<file path="src/rtl/cpu_ctrl_pkg.sv">
// Shared definitions for the CPU step/clock front-end: mode encodings
// and button index assignments.
package cpu_ctrl_pkg;

   // Controller state, also driven straight out on MODE for the display path.
   typedef enum logic [1:0] {
      MODE_STEP   = 2'd0,
      MODE_RUN    = 2'd1,
      MODE_HALTED = 2'd2,
      MODE_CPURST = 2'd3
   } mode_e;

   // Button positions on the BTN bus.
   localparam int BTN_STEP = 0;
   localparam int BTN_RST  = 1;
   localparam int NUM_BTN  = 2;

endpackage

</file>
<file path="src/rtl/cpu_step_ctrl_btn_debounce.sv">
// One board button: 2-flop synchroniser, polarity normalisation,
// stability counter and a registered one-cycle press pulse.
module btn_debounce #(
   parameter logic [15:0] DEBOUNCE_CYCLES = 16'd50000,
   parameter bit          ACTIVE_LOW      = 1'b1
) (
   input  logic clk,
   input  logic rst_n,
   input  logic btn_raw,
   output logic btn_level,
   output logic btn_press
);

   // Raw pin level of a released button; the synchroniser resets to it so
   // coming out of reset never looks like a press.
   localparam logic        IDLE_RAW = ACTIVE_LOW;
   localparam logic [15:0] CNT_LAST = DEBOUNCE_CYCLES - 16'd1;

   logic        sync1_q;
   logic        sync2_q;
   logic        pressed_s;
   logic [15:0] cnt_q;
   logic [15:0] cnt_d;
   logic        db_q;
   logic        db_d;
   logic        db_prev_q;
   logic        press_q;
   logic        press_d;

   // Two-stage synchroniser for the asynchronous pin.
   always_ff @(posedge clk or negedge rst_n) begin
      if (!rst_n) begin
         sync1_q <= IDLE_RAW;
         sync2_q <= IDLE_RAW;
      end else begin
         sync1_q <= btn_raw;
         sync2_q <= sync1_q;
      end
   end

   // After synchronisation, 1 always means pressed.
   assign pressed_s = sync2_q ^ ACTIVE_LOW;

   // Accept a new level only after it has differed for DEBOUNCE_CYCLES cycles.
   always_comb begin
      cnt_d   = cnt_q;
      db_d    = db_q;
      press_d = db_q & ~db_prev_q;
      if (pressed_s == db_q) begin
         cnt_d = '0;
      end else if (cnt_q == CNT_LAST) begin
         db_d  = pressed_s;
         cnt_d = '0;
      end else begin
         cnt_d = cnt_q + 16'd1;
      end
   end

   // Debounce state and the edge-detect history.
   always_ff @(posedge clk or negedge rst_n) begin
      if (!rst_n) begin
         cnt_q     <= '0;
         db_q      <= 1'b0;
         db_prev_q <= 1'b0;
         press_q   <= 1'b0;
      end else begin
         cnt_q     <= cnt_d;
         db_q      <= db_d;
         db_prev_q <= db_q;
         press_q   <= press_d;
      end
   end

   assign btn_level = db_q;
   assign btn_press = press_q;

endmodule

</file>
<file path="src/rtl/cpu_step_ctrl.sv">
// Clock/step front-end for the 4-bit CPU: debounced single-step, free-run
// divider, halt handling and a timed CPU reset pulse. All outputs registered.
module cpu_step_ctrl
   import cpu_ctrl_pkg::*;
#(
   parameter logic [15:0] DEBOUNCE_CYCLES = 16'd50000,
   parameter logic [23:0] RUN_DIV         = 24'd5000000,
   parameter logic [3:0]  RST_HOLD        = 4'd8,
   parameter bit          BTN_ACTIVE_LOW  = 1'b1
) (
   input  logic       CLK1,
   input  logic       RST_N,
   input  logic [1:0] BTN,
   input  logic       RUN_SW,
   input  logic       HALT,
   output logic       STEP_EN,
   output logic       CPU_RST,
   output logic [7:0] STEP_CNT,
   output logic [1:0] MODE,
   output logic [1:0] BTN_DB
);

   localparam logic [23:0] DIV_LAST = RUN_DIV - 24'd1;

   logic [NUM_BTN-1:0] btn_db;
   logic [NUM_BTN-1:0] btn_press;
   logic               run_sync1_q;
   logic               run_sync2_q;

   mode_e       state_q;
   mode_e       state_d;
   logic        step_en_q;
   logic        step_en_d;
   logic        cpu_rst_q;
   logic        cpu_rst_d;
   logic [7:0]  step_cnt_q;
   logic [7:0]  step_cnt_d;
   logic [23:0] div_q;
   logic [23:0] div_d;
   logic [3:0]  hold_q;
   logic [3:0]  hold_d;

   generate
      for (genvar gi = 0; gi < NUM_BTN; gi++) begin : g_btn
         btn_debounce #(
            .DEBOUNCE_CYCLES (DEBOUNCE_CYCLES),
            .ACTIVE_LOW      (BTN_ACTIVE_LOW)
         ) u_debounce (
            .clk       (CLK1),
            .rst_n     (RST_N),
            .btn_raw   (BTN[gi]),
            .btn_level (btn_db[gi]),
            .btn_press (btn_press[gi])
         );
      end
   endgenerate

   // Synchronise the run/step switch; reset level is step mode.
   always_ff @(posedge CLK1 or negedge RST_N) begin
      if (!RST_N) begin
         run_sync1_q <= 1'b0;
         run_sync2_q <= 1'b0;
      end else begin
         run_sync1_q <= RUN_SW;
         run_sync2_q <= run_sync1_q;
      end
   end

   // Next-state and registered-output logic; a reset press overrides everything.
   always_comb begin
      state_d    = state_q;
      step_en_d  = 1'b0;
      cpu_rst_d  = 1'b0;
      step_cnt_d = step_cnt_q;
      div_d      = div_q;
      hold_d     = hold_q;
      if (btn_press[BTN_RST]) begin
         state_d    = MODE_CPURST;
         cpu_rst_d  = 1'b1;
         hold_d     = RST_HOLD;
         step_cnt_d = '0;
         div_d      = '0;
      end else begin
         case (state_q)
            MODE_STEP: begin
               if (HALT) begin
                  state_d = MODE_HALTED;
               end else begin
                  if (btn_press[BTN_STEP]) begin
                     step_en_d  = 1'b1;
                     step_cnt_d = step_cnt_q + 8'd1;
                  end
                  if (run_sync2_q) begin
                     state_d = MODE_RUN;
                     div_d   = '0;
                  end
               end
            end
            MODE_RUN: begin
               if (HALT) begin
                  state_d = MODE_HALTED;
               end else if (!run_sync2_q) begin
                  state_d = MODE_STEP;
               end else if (div_q == DIV_LAST) begin
                  step_en_d  = 1'b1;
                  step_cnt_d = step_cnt_q + 8'd1;
                  div_d      = '0;
               end else begin
                  div_d = div_q + 24'd1;
               end
            end
            MODE_CPURST: begin
               // hold_q counts the CPU_RST cycles still to be shown, including this one.
               if (hold_q > 4'd1) begin
                  cpu_rst_d = 1'b1;
                  hold_d    = hold_q - 4'd1;
               end else begin
                  hold_d  = '0;
                  state_d = run_sync2_q ? MODE_RUN : MODE_STEP;
               end
            end
            default: begin
               // Halted: only a reset press (handled above) leaves this state.
               state_d = MODE_HALTED;
            end
         endcase
      end
   end

   // Controller state, counters and output registers.
   always_ff @(posedge CLK1 or negedge RST_N) begin
      if (!RST_N) begin
         state_q    <= MODE_STEP;
         step_en_q  <= 1'b0;
         cpu_rst_q  <= 1'b0;
         step_cnt_q <= '0;
         div_q      <= '0;
         hold_q     <= '0;
      end else begin
         state_q    <= state_d;
         step_en_q  <= step_en_d;
         cpu_rst_q  <= cpu_rst_d;
         step_cnt_q <= step_cnt_d;
         div_q      <= div_d;
         hold_q     <= hold_d;
      end
   end

   assign STEP_EN  = step_en_q;
   assign CPU_RST  = cpu_rst_q;
   assign STEP_CNT = step_cnt_q;
   assign MODE     = state_q;
   assign BTN_DB   = btn_db;

endmodule
</file>
<file path="config.mk">
export PLATFORM = sky130hd
export DESIGN_NAME = cpu_step_ctrl
export DESIGN_NICKNAME = d
export VERILOG_FILES = /design/src/rtl/cpu_ctrl_pkg.sv /design/src/rtl/cpu_step_ctrl_btn_debounce.sv /design/src/rtl/cpu_step_ctrl.sv
export SDC_FILE = /design/constraint.sdc
export NUM_CORES = 1
export LEC_CHECK = 0
export ABC_AREA = 1
export BUFFER_PORTS_ARGS = -buffer_cell sky130_fd_sc_hd__buf_4
export CAP_MARGIN = 20
export CORE_MARGIN = 8
export CORE_UTILIZATION = 56
export CTS_CLUSTER_DIAMETER = 200
export DETAILED_ROUTE_END_ITERATION = 16
export PLACE_DENSITY = 0.83
export SYNTH_ARGS = -nofsm -noshare
export SYNTH_HDL_FRONTEND = slang
export SYNTH_SLANG_ARGS = --single-unit
</file>
<file path="constraint.sdc">
create_clock -name CLK1 -period 1.6 [get_ports CLK1]
set_clock_uncertainty 0.2 [all_clocks]
set_input_delay 0.08 -clock CLK1 [delete_from_list [all_inputs] [get_ports CLK1]]
set_output_delay 0.08 -clock CLK1 [all_outputs]
set_load 0.01 [all_outputs]
</file>
After elaboration in Yosys (flattened, before gate mapping)

Index checks and enable logic that the tools add are counted.

Register bits: 84
Input port bits: 6
Output and inout port bits: 14

Add/sub/neg operators: 5
Magnitude comparators: 1
Equal/unequal tests: 16
Mux-type cells: 39
Bitwise gates (word level): 8
Reductions and logical operators: 8

Operator list:

| kind                                                          | count |
|---|---|
| two-way mux 24 bit                                            | 6 |
| two-way mux 16 bit                                            | 4 |
| two-way mux 8 bit                                             | 6 |
| case mux 24 bit (2 select lines)                              | 1 |
| adder 16 x 1 -> 16 bit, second input constant                 | 2 |
| equality test 16 bit, second input constant                   | 2 |
| adder 24 x 1 -> 24 bit, second input constant                 | 1 |
| equality test 24 x 23 -> 1 bit, second input constant         | 1 |
| inequality test 3 x 2 -> 1 bit, second input constant         | 6 |
| case mux 8 bit (2 select lines)                               | 1 |
| two-way mux 2 bit                                             | 6 |
| two-way mux 4 bit                                             | 3 |
| two-way mux 1 bit                                             | 10 |
| adder 8 x 1 -> 8 bit, second input constant                   | 1 |
| inequality test 4 x 3 -> 1 bit, second input constant         | 2 |
| NOT 1 bit                                                     | 6 |
| case mux 2 bit (3 select lines)                               | 1 |
| AND reduction 6 bit                                           | 1 |
| AND reduction 5 bit                                           | 1 |
| greater-than comparator 4 x 1 -> 1 bit, second input constant | 1 |
| AND reduction 2 bit                                           | 2 |
| subtractor 4 x 1 -> 4 bit, second input constant              | 1 |
| inequality test 3 x 1 -> 1 bit, second input constant         | 1 |
| AND reduction 3 bit                                           | 1 |
| 8 further kinds                                               | 10 |

Depth between registers and ports, before layout

Gate-level depths: netlist of the first run.

Depth after elaboration: 6
Gate-level depth with buffers: 10
Mapped depth without buffers: 10

Hierarchy

Synthesis of the first run repeated with hierarchy kept, for this count alone.

Cells, all modules: 588
Area total of the unflattened synthesis: 4610.7 µm²

By module, submodules not included:

| module                             | instances | cells each | area an instance (µm²) |
|---|---|---|---|
| cpu_step_ctrl                      | 1         | 337        | 2523.7 |
| btn_debounce (g_btn[0].u_debounce) | 1         | 125        | 1052.3 |
| btn_debounce (g_btn[1].u_debounce) | 1         | 126        | 1034.7 |

Worst setup path before layout of the first run

No wires, ideal clock.

Path kind: reg-to-reg
Start point: reg div_q[1]
End point: reg div_q[18]
Library setup time: 0.119 ns
Arrival: 1.309 ns
Required time: 1.281 ns
Path slack: -0.028 ns
Cell stages (with the launch flop): 11
Path through: dfrtp_1 -> ha_1 -> nand2_2 -> nor2_2 -> nand2_1 -> inv_1 -> nand3_2 -> nor2_2 -> nand3_1 -> nand2_1 -> nor2_1

Word-level cells in the longest chain between the ends: 6
Elaborated cells between the ends (all ways): 7
Classes of those cells: add/sub (1); eq/ne (1); mux (5)

Ends and longest elaborated chain:

| item                                                                            | RTL line                                   | source |
|---|---|---|
| start, declared                                                                 | cpu_step_ctrl.sv:38                        | `logic [23:0] div_q;` |
| start signal, assigned                                                          | cpu_step_ctrl.sv:144                       | `div_q <= div_d;` |
| adder 24 x 1 -> 24 bit / equality test 24 x 23 -> 1 bit (equally long branches) | cpu_step_ctrl.sv:109, cpu_step_ctrl.sv:104 |  |
| two-way mux 24 bit (*)                                                          | cpu_step_ctrl.sv:104                       | `end else if (div_q == DIV_LAST) begin` |
| two-way mux 24 bit (*)                                                          | cpu_step_ctrl.sv:102                       | `end else if (!run_sync2_q) begin` |
| two-way mux 24 bit (*)                                                          | cpu_step_ctrl.sv:100                       | `if (HALT) begin` |
| case mux 24 bit (2 select lines) (*)                                            | cpu_step_ctrl.sv:84                        | `case (state_q)` |
| two-way mux 24 bit (*)                                                          | cpu_step_ctrl.sv:77                        | `if (btn_press[BTN_RST]) begin` |

Every way passes the cells marked *; elsewhere a longest branch is shown, timed or not. The select of a mux whose other input is x is not followed.
A chain may end at the register's enable or synchronous reset.

Final worst setup path of the first run

Start point: reg div_q[3]
End point: reg div_q[16]

Same word-level chain as after synthesis.

==> metrics.txt, run 1 <==
clk sinks 84; top cells by area, synth dfrtp_1, nand2_1, nor2_1, inv_1, nand3_1; post-route setup slack -302.8 ps; clk slew on worst S/H paths 100 ps; register area share after synthesis 0.4657; GRT Resource Usage Total 0.2348; Core Area 7767 um^2; total wire length 16.26 mm; Slew Viols, Final 0; RSZ-0062 raised after global routing yes; max frequency 525.5 MHz; Remaining DRCs 0; crit path launch type flop; routed wl met3 1.211 mm; DR WL/cell 19.86 um; pwr/cell area 869.7 nW/um^2; Met2 Routed Length 8.180 mm; commonest non-fill, non-tap cell in the layout buf_4; met1 WL 5.758 mm; most frequent cells in the layout buf_4, nand2_1, nor2_1; Worst setup EP type flop; GRT overflow 0; HPWL after DPL 8.317 mm; syn_nets 590; biggest area consumer among synthesized cells dfrtp_1; status finished with violations; Clk Latency, worst-skew pair 380 ps; number of global-route vias before repair 4,529; crit path time final 1903 ps; routability cong. 0.9633; # rows 32; die outline area 11,210 um^2; Yosys reg bits 84; Max-Slew Margin vs Limit 0.6379; crit-path cells nand2_1 > nor2_4 > buf_4 > nand3_1 > nor2_2 > nand2_1 > xor2_1 > nor2_2; Setup-failing EPs final 45; Lkg Pwr 2.938 nW; share of cells above drive strength 1 0.4114; clock buffer count from CTS 9; failing checks setup timing; Synth-to-Final Area Change 45.19%; initial DRC count 395; Least-Margin Pin Slew 539.0 ps; Worst EP required 1660 ps; post-layout util 0.8457; Max stage delay on crit path 460 ps; Fill cells 377; Yosys top cell area share 0.4425; Clock Tree Buf Depth 2; TritonCTS clock tree done; Die Width 105.9 um; Critical Path Fanout Max 4; fin nets 724; Cell variety after synth 36; H-tree Lvls 3; Mapped Area 4524 um^2; CP max stage cell dfrtp_2; Fin. Hold Viols 0; Initial Util 0.5825; 1st-pass router iterations 8; largest net degree at the start of global routing 30; Die Ht 105.9 um; period utilisation layout 1.189; cell area after layout 6569 um^2; IO buf count 19; antenna fix cells 0; drt via density 6.039; cell count after synthesis 578; Top Layer Used met4; Synth Warn # 0; number of placed I/O pins 20; crit path kind reg -> reg; Root Buffer clkbuf_8; maximum capacitance violations 0; HP Class in -> reg; first-pass GRT wire length 21.26 mm; WP data arrival 1960 ps; post-detailed-route count of antenna-violating nets 0; worst vdd ir 667.5 uV; DP Area 5346 um^2; initial antenna violation count 0; vias 4,946; syn_area_per_cell 7.828 um^2
==> Yosys cell counts, drive strengths merged <==
library cell / instances
o22ai: 2
nand2: 121
nor3b: 4
dfstp: 4
nor3: 17
a21oi: 8
nand3b: 1
buf: 5
nor2: 124
xnor2: 10
o221ai: 1
nand3: 47
dfrtp: 80
o21bai: 2
a21o: 1
ha: 6
or2: 1
and2: 2
nand4: 21
inv: 74
xor2: 19
o21ai: 19
a41oi: 1
o211ai: 1
nor4: 5
o21a: 1
a31o: 1
==> final timing paths <==
kind / startpoint / endpoint / slack (ps) / cells past startpoint
setup reg to reg: div_q[3] / div_q[16] / -300 / 8
max in group asynchronous: RST_N / div_q[13] / 140 / 4
setup / recovery: div_q[3] / div_q[16] / -300 / 8
hold reg to reg: g_btn[0].u_debounce.sync1_q / g_btn[0].u_debounce.sync2_q / 160 / 0
min in group asynchronous: RST_N / hold_q[0] / 510 / 3
hold / removal: HALT / MODE[0] / 80 / 6
==> cells by family after synthesis <==
group                      after synthesis  synth area share
xor gates and xnor gates                29           0.05614
buffers and inverters                   79           0.07079
and+or+nand+nor                        343            0.3440
AOI/OAI and AO/OA                       37           0.04674
adders and majority gates                6           0.01659
DFF                                     84            0.4657
==> routing by layer <==
metal / vias to the layer above / GRT usage
met5: - / 0
met4: 0 / 0.1136
met3: 134 / 0.04811
met2: 343 / 0.4151
met1: 2342 / 0.2638
li1: 2127 / -
==> flip-flops by register name (all words and copies together), names as in the netlist <==
register,count
run_sync2_q,1
div_q,24
g_btn.u_debounce.sync2_q,2
g_btn.u_debounce.btn_level,2
run_sync1_q,1
STEP_CNT,8
MODE,2
g_btn.u_debounce.sync1_q,2
CPU_RST,1
STEP_EN,1
hold_q,4
g_btn.u_debounce.btn_press,2
g_btn.u_debounce.db_prev_q,2
g_btn.u_debounce.cnt_q,32
==> area by class of cell <==
type	instances	area, um^2	area share
clock inverters	5	83.83	0.01276
well taps	102	127.6	0.01943
repair buffers	127	1080	0.1644
inverters	74	284.0	0.04324
multi-input cells	416	2725	0.4149
clock buffers	11	151.4	0.02305
flip-flops and latches	84	2117	0.3223
==> power breakdown <==
part,switching [W],leakage [nW],total [W],internal (W)
clock,0.000852,0.112,0.00182,0.000968
combinational,0.000846,1.70,0.00150,0.000652
sequential,0.000162,1.13,0.00240,0.00223
total,0.00186,2.94,0.00571,0.00385
==> worst max-delay path: cells and delay by family (launching register included) <==
kind | cells | cell delay, ps
simple gates | 6 | 770
flops | 1 | 460
xor+xnor | 1 | 200
buf+inv | 1 | 140
==> what timing repair did <==
action,in CTS,in global routing
cloned,0,1
resized for setup,51,143
buffers inserted,16,16
hold buffers,6,0
pin swaps,32,39
endpoints found under the hold margin,88,0
setup endpoints to repair,47,66
==> per-stage QoR <==
stage / power (W) / setup TNS [ps] / instances / hold WS [ps] / setup slack (ps)
6_report: 0.005713 / -8113 / 819 / 82.74 / -302.8
5_1_grt: 0.005910 / -11630 / 819 / 117.0 / -387.1
4_1_cts: 0.005218 / -3134 / 803 / 41.31 / -140.8
3_5_place_dp: 0.003330 / -4947 / 765 / -166.5 / -234.8
3_3_place_gp: 0.003290 / -2902 / 765 / -174.3 / -172.9
2_1_floorplan: 0.002832 / -15.36 / 578 / -415.6 / -15.36
No activity file was read; power rests on OpenSTA's default activity.
==> inputs of run 2 (changes only) <==
--- a/config.mk
+++ b/config.mk
@@ -9,10 +9,11 @@
 export BUFFER_PORTS_ARGS = -buffer_cell sky130_fd_sc_hd__buf_4
 export CAP_MARGIN = 20
 export CORE_MARGIN = 8
-export CORE_UTILIZATION = 56
+export CORE_UTILIZATION = 60
 export CTS_CLUSTER_DIAMETER = 200
 export DETAILED_ROUTE_END_ITERATION = 16
-export PLACE_DENSITY = 0.83
+export PLACE_DENSITY = 0.85
 export SYNTH_ARGS = -nofsm -noshare
 export SYNTH_HDL_FRONTEND = slang
 export SYNTH_SLANG_ARGS = --single-unit
+export TNS_END_PERCENT = 20
==> constraint.sdc (replaced) <==
create_clock -name CLK1 -period 2.3 [get_ports CLK1]
set_clock_uncertainty 0.2 [all_clocks]
set_input_delay 0.115 -clock CLK1 [delete_from_list [all_inputs] [get_ports CLK1]]
set_output_delay 0.115 -clock CLK1 [all_outputs]
set_load 0.01 [all_outputs]
==> metrics.txt, run 2 (synthesized netlist as in run 1, its figures left out) <==
status complete, no violations (was finished with violations); pwr/cell area 634.8 nW/um^2 (was 869.7 nW/um^2); CP max stage cell dfrtp_1 (was dfrtp_2); CP delay by family, top simple AND/OR/NAND/NOR gates (unchanged); vias 3,867 (was 4,946); crit path from g_btn[1].u_debounce.btn_press (was div_q[3]); Max stage delay on crit path 360 ps (was 460 ps); WP data arrival 2050 ps (was 1960 ps); DR WL/cell 13.86 um (was 19.86 um); Synth-to-Final Area Change 10.79% (was 45.19%); HPWL after DPL 7.377 mm (was 8.317 mm); setup bufs post-CTS 0 (was 16); Clk Latency, worst-skew pair 350 ps (was 380 ps); Core Area 7292 um^2 (was 7767 um^2); reg2reg path depth 7 (was 8); hold_ws 103.9 ps (was 82.74 ps); clk sinks 84 (unchanged); Remaining DRCs 0 (unchanged); worst vdd ir 499.6 uV (was 667.5 uV); Least-Margin Pin Slew 584.3 ps (was 539.0 ps); # rows 31 (was 32); 1st-pass router iterations 5 (was 8); RSZ-0062 raised after global routing no (was yes); Setup-failing EPs final 0 (was 45); crit path kind reg -> reg (unchanged); GRT overflow 0 (unchanged); Root Buffer clkbuf_8 (unchanged); CP Buf/Inv Count 2 (was 1); placed cell count 692 (was 765); HP Class in -> async (was in -> reg); most frequent cells in the layout nand2_1, nor2_1, dfrtp_1 (was buf_4, nand2_1, nor2_1); Worst EP required 2330 ps (was 1660 ps); period utilisation layout 0.8794 (was 1.189); Worst setup EP type flop (unchanged); Most flops, register g_btn.u_debounce.cnt_q (unchanged); post_cts resized 0 (was 51); die outline area 10,580 um^2 (was 11,210 um^2); clock buffer count from CTS 9 (unchanged); initial DRC count 182 (was 395); IO buf count 19 (unchanged); Die Width 102.8 um (was 105.9 um); crit path launch type flop (unchanged); initial antenna violation count 0 (unchanged); Clock Tree Buf Depth 2 (unchanged); antenna fix cells 0 (unchanged); crit-path cells inv_1 > nand3_2 > nand2_1 > nor2_4 > nand2_4 > inv_1 > nor2_1 (was nand2_1 > nor2_4 > buf_4 > nand3_1 > nor2_2 > nand2_1 > xor2_1 > nor2_2); fin nets 621 (was 724); hold buffers post-CTS 5 (was 6); largest net degree at the start of global routing 45 (was 30); crit path time final 2023 ps (was 1903 ps); Critical Path Most Common Cell inv_1; reg-to-reg startpoint g_btn[1].u_debounce.btn_press (was div_q[3]); Die Ht 102.8 um (was 105.9 um); TritonCTS clock tree done (unchanged); Fin. Hold Viols 0 (unchanged); max frequency 494.4 MHz (was 525.5 MHz); GRT Resource Usage Total 0.2027 (was 0.2348); setup TNS 0 ps (was -8113 ps); maximum capacitance violations 0 (unchanged); number of global-route vias before repair 3,742 (was 4,529); Lkg Pwr 2.276 nW (was 2.938 nW); Max-Slew Margin vs Limit 0.6069 (was 0.6379); first-pass GRT wire length 17.08 mm (was 21.26 mm); H-tree Lvls 3 (unchanged); Critical Path Fanout Max 17 (was 4); drt via density 5.424 (was 6.039); Slew Viols, Final 0 (unchanged); Largest register FFs 32 (unchanged); number of placed I/O pins 20 (unchanged); total wire length 9.879 mm (was 16.26 mm); Initial Util 0.6205 (was 0.5825); routability cong. 0.8942 (was 0.9633); stages on the worst setup path 7 (was 8); commonest non-fill, non-tap cell in the layout nand2_1 (was buf_4); fin cells 713 (was 819); clk slew on worst S/H paths 90 ps (was 100 ps); share of cells above drive strength 1 0.1010 (was 0.4114); Pwr Total 0.003182 W (was 0.005713 W); post-detailed-route count of antenna-violating nets 0 (unchanged)
## run 2: path summary, 6_finish.rpt
kind,endpoint,slack [ps]
setup / recovery,div_q[5],280
hold / removal,hold_q[2],100
setup reg to reg,div_q[5],280
hold reg to reg,run_sync2_q,160
max in group asynchronous,g_btn[0].u_debounce.sync2_q,1130
min in group CLK1,run_sync2_q,160
## run 2: through the flow
stage,cell area [um^2],worst slack [ps],utilization
after detailed placement,4768,325.7,0.6539
after floorplan,4524,672.3,-
final,5012,277.5,0.6874
after global routing,5012,128.9,0.6874
after global placement,4768,377.3,0.6539
after CTS,5012,297.3,0.6874
## run 2: layout make-up
class                      count  area [um^2]
fill                         613         2280
sequential                    84         2107
multi-input combinational    415         2097
inverter                      74        277.8
timing repair buffer          25        212.7
clock buffer                  11        131.4
tap                           99        123.9
clock inverter                 5        62.56
## run 2: routing by layer
layer,vias up,wire length [um],global-route usage
met4,0,164,0.05339
met5,-,0,0
met1,1802,4354,0.2485
met3,25,519,0.04794
met2,117,4841,0.3497
li1,1923,-,-
## run 2: where the power goes
part / internal [W] / switching [W] / total [W]
registers: 0.00155 / 0.0000880 / 0.00164
clock network: 0.000507 / 0.000533 / 0.00104
logic: 0.000179 / 0.000324 / 0.000503
total: 0.00224 / 0.000945 / 0.00318
==> inputs of run 3 (changes only) <==
--- a/config.mk
+++ b/config.mk
@@ -12,7 +12,7 @@
 export CORE_UTILIZATION = 60
 export CTS_CLUSTER_DIAMETER = 200
 export DETAILED_ROUTE_END_ITERATION = 16
-export PLACE_DENSITY = 0.85
+export PLACE_DENSITY = 0.78
 export SYNTH_ARGS = -nofsm -noshare
 export SYNTH_HDL_FRONTEND = slang
 export SYNTH_SLANG_ARGS = --single-unit
==> metrics.txt, run 3 (synthesized netlist as in run 1, its figures left out) <==
share of cells above drive strength 1 0.1026 (was 0.1010); Max-Slew Margin vs Limit 0.6797 (was 0.6069); Initial Util 0.6205 (unchanged); Clk network pwr share 0.331 (was 0.327); GRT Resource Usage Total 0.1913 (was 0.2027); Clock Tree Buf Depth 2 (unchanged); clk sinks 84 (unchanged); Fin. Hold Viols 0 (unchanged); pwr/cell area 632.8 nW/um^2 (was 634.8 nW/um^2); Critical Path Fanout Max 17 (unchanged); crit-path cells inv_1 > nand3_2 > nand2_1 > nor2_4 > nand2_4 > inv_1 > nor2_1 (unchanged); Lkg Pwr 2.287 nW (was 2.276 nW); initial DRC count 184 (was 182); Reg area 2107 um^2 (unchanged); most frequent cells in the layout nand2_1, nor2_1, dfrtp_1 (unchanged); max frequency 510.3 MHz (was 494.4 MHz); Clk Latency, worst-skew pair 350 ps (about the same); switching share of power 0.2873 (was 0.2970); WP data arrival 1980 ps (was 2050 ps); drt via density 5.408 (was 5.424); Multi-input gate area 2097 um^2 (unchanged); HPWL after DPL 6.936 mm (was 7.377 mm); internal power 0.002264 W (was 0.002237 W); worst vdd ir 434.6 uV (was 499.6 uV); IO buf count 19 (unchanged); Root Buffer clkbuf_8 (unchanged); Largest register FFs 32 (unchanged); r2r endpoint div_q[16] (was div_q[5]); Setup-failing EPs final 0 (unchanged); Synth-to-Final Area Change 10.95% (was 10.79%); initial antenna violation count 0 (unchanged); vias 3,856 (was 3,867); Critical Path Most Common Cell inv_1 (unchanged); antenna fix cells 0 (unchanged); number of global-route vias before repair 3,697 (was 3,742); fin nets 621 (unchanged); RSZ-0062 raised after global routing no (unchanged); clock buffer count from CTS 9 (unchanged); maximum capacitance violations 0 (unchanged); CP delay by family, top simple AND/OR/NAND/NOR gates (unchanged); number of placed I/O pins 20 (unchanged); TritonCTS clock tree done (unchanged); period utilisation layout 0.8520 (was 0.8794); Fill cells 610 (was 613); 1st-pass router iterations 5 (unchanged); Least-Margin Pin Slew 476.0 ps (was 584.3 ps); setup bufs post-CTS 0 (unchanged); Slew Viols, Final 0 (unchanged); commonest non-fill, non-tap cell in the layout nand2_1 (unchanged); # rows 31 (unchanged); first-pass GRT wire length 16.13 mm (was 17.08 mm); routability cong. 0.9420 (was 0.8942); flop-to-flop setup slack 340 ps (was 280 ps); Die Width 102.8 um (unchanged); reg2reg path depth 7 (unchanged); CP max stage cell dfrtp_1 (unchanged); reg-to-reg startpoint g_btn[1].u_debounce.btn_press (unchanged); Core Area 7292 um^2 (unchanged); die outline area 10,580 um^2 (unchanged); Flop pwr share 0.516 (was 0.515); placed cell count 692 (unchanged); Max stage delay on crit path 340 ps (was 360 ps); DR WL/cell 13.06 um (was 13.86 um); Most flops, register g_btn.u_debounce.cnt_q (unchanged); crit path launch type flop (unchanged); crit path kind reg -> reg (unchanged); CP Buf/Inv Count 2 (unchanged); Worst setup EP type flop (unchanged); Comb power frac 0.153 (was 0.158); crit path time final 1960 ps (was 2023 ps); switching power of the nets 0.0009127 W (was 0.0009452 W); Remaining DRCs 0 (unchanged); setup TNS 0 ps (unchanged); status complete, no violations (unchanged); largest net degree at the start of global routing 52 (was 45); clk slew on worst S/H paths 80 ps (was 90 ps); post-detailed-route count of antenna-violating nets 0 (unchanged); Worst EP required 2320 ps (was 2330 ps); fin cells 713 (unchanged); post_cts resized 0 (unchanged); total wire length 9.309 mm (was 9.879 mm); HP Class in -> async (unchanged); Die Ht 102.8 um (unchanged); H-tree Lvls 3 (unchanged); GRT overflow 0 (unchanged); hold buffers post-CTS 5 (unchanged)
## run 3: area by class of cell
| class | instances | share of cell area |
|---|---|---|
| Clock buffer | 11 | 0.02817 |
| Clock inverter | 5 | 0.01196 |
| Multi-Input combinational cell | 415 | 0.4177 |
| Inverter | 74 | 0.05533 |
| Timing Repair Buffer | 25 | 0.04237 |
| Tap cell | 99 | 0.02468 |
| Sequential cell | 84 | 0.4197 |
## run 3: worst max path at each step
stage,from,endpoint,cells after the start
after CTS,g_btn[1].u_debounce.btn_press,div_q[16],7
after floorplan,div_q[1],div_q[18],10
after global placement,g_btn[1].u_debounce.btn_press,div_q[10],7
after global routing,g_btn[1].u_debounce.btn_press,div_q[16],7
final,g_btn[1].u_debounce.btn_press,div_q[16],7
after detailed placement,g_btn[1].u_debounce.btn_press,div_q[16],7
## run 3: layer usage
metal / vias up / global-route usage / part of all wire
li1: 1913 / - / -
met1: 1812 / 0.2311 / 0.43
met2: 113 / 0.3262 / 0.50
met3: 18 / 0.05064 / 0.050
met4: 0 / 0.05895 / 0.015
met5: - / 0 / 0
## run 3: through the flow
stage | total power [W] | hold WS, ps | util | area, um^2 | setup WS, ps
after floorplan | 0.001969 | -380.6 | - | 4524 | 672.3
after global placement | 0.002139 | -105.6 | 0.6539 | 4768 | 388.3
after detailed placement | 0.002153 | -105.6 | 0.6539 | 4768 | 343.9
after CTS | 0.003223 | 49.92 | 0.6884 | 5020 | 326.3
after global routing | 0.003348 | 69.85 | 0.6884 | 5020 | 158.4
final | 0.003176 | 41.44 | 0.6884 | 5020 | 340.5
## run 3: power by group through the flow
stage	clock, W	combinational (W)	sequential [W]
6_report	0.00105	0.000486	0.00164
5_1_grt	0.00114	0.000549	0.00166
4_1_cts	0.00109	0.000493	0.00164
3_5_place_dp	0	0.000484	0.00167
3_3_place_gp	0	0.000476	0.00166
2_1_floorplan	0	0.000300	0.00167
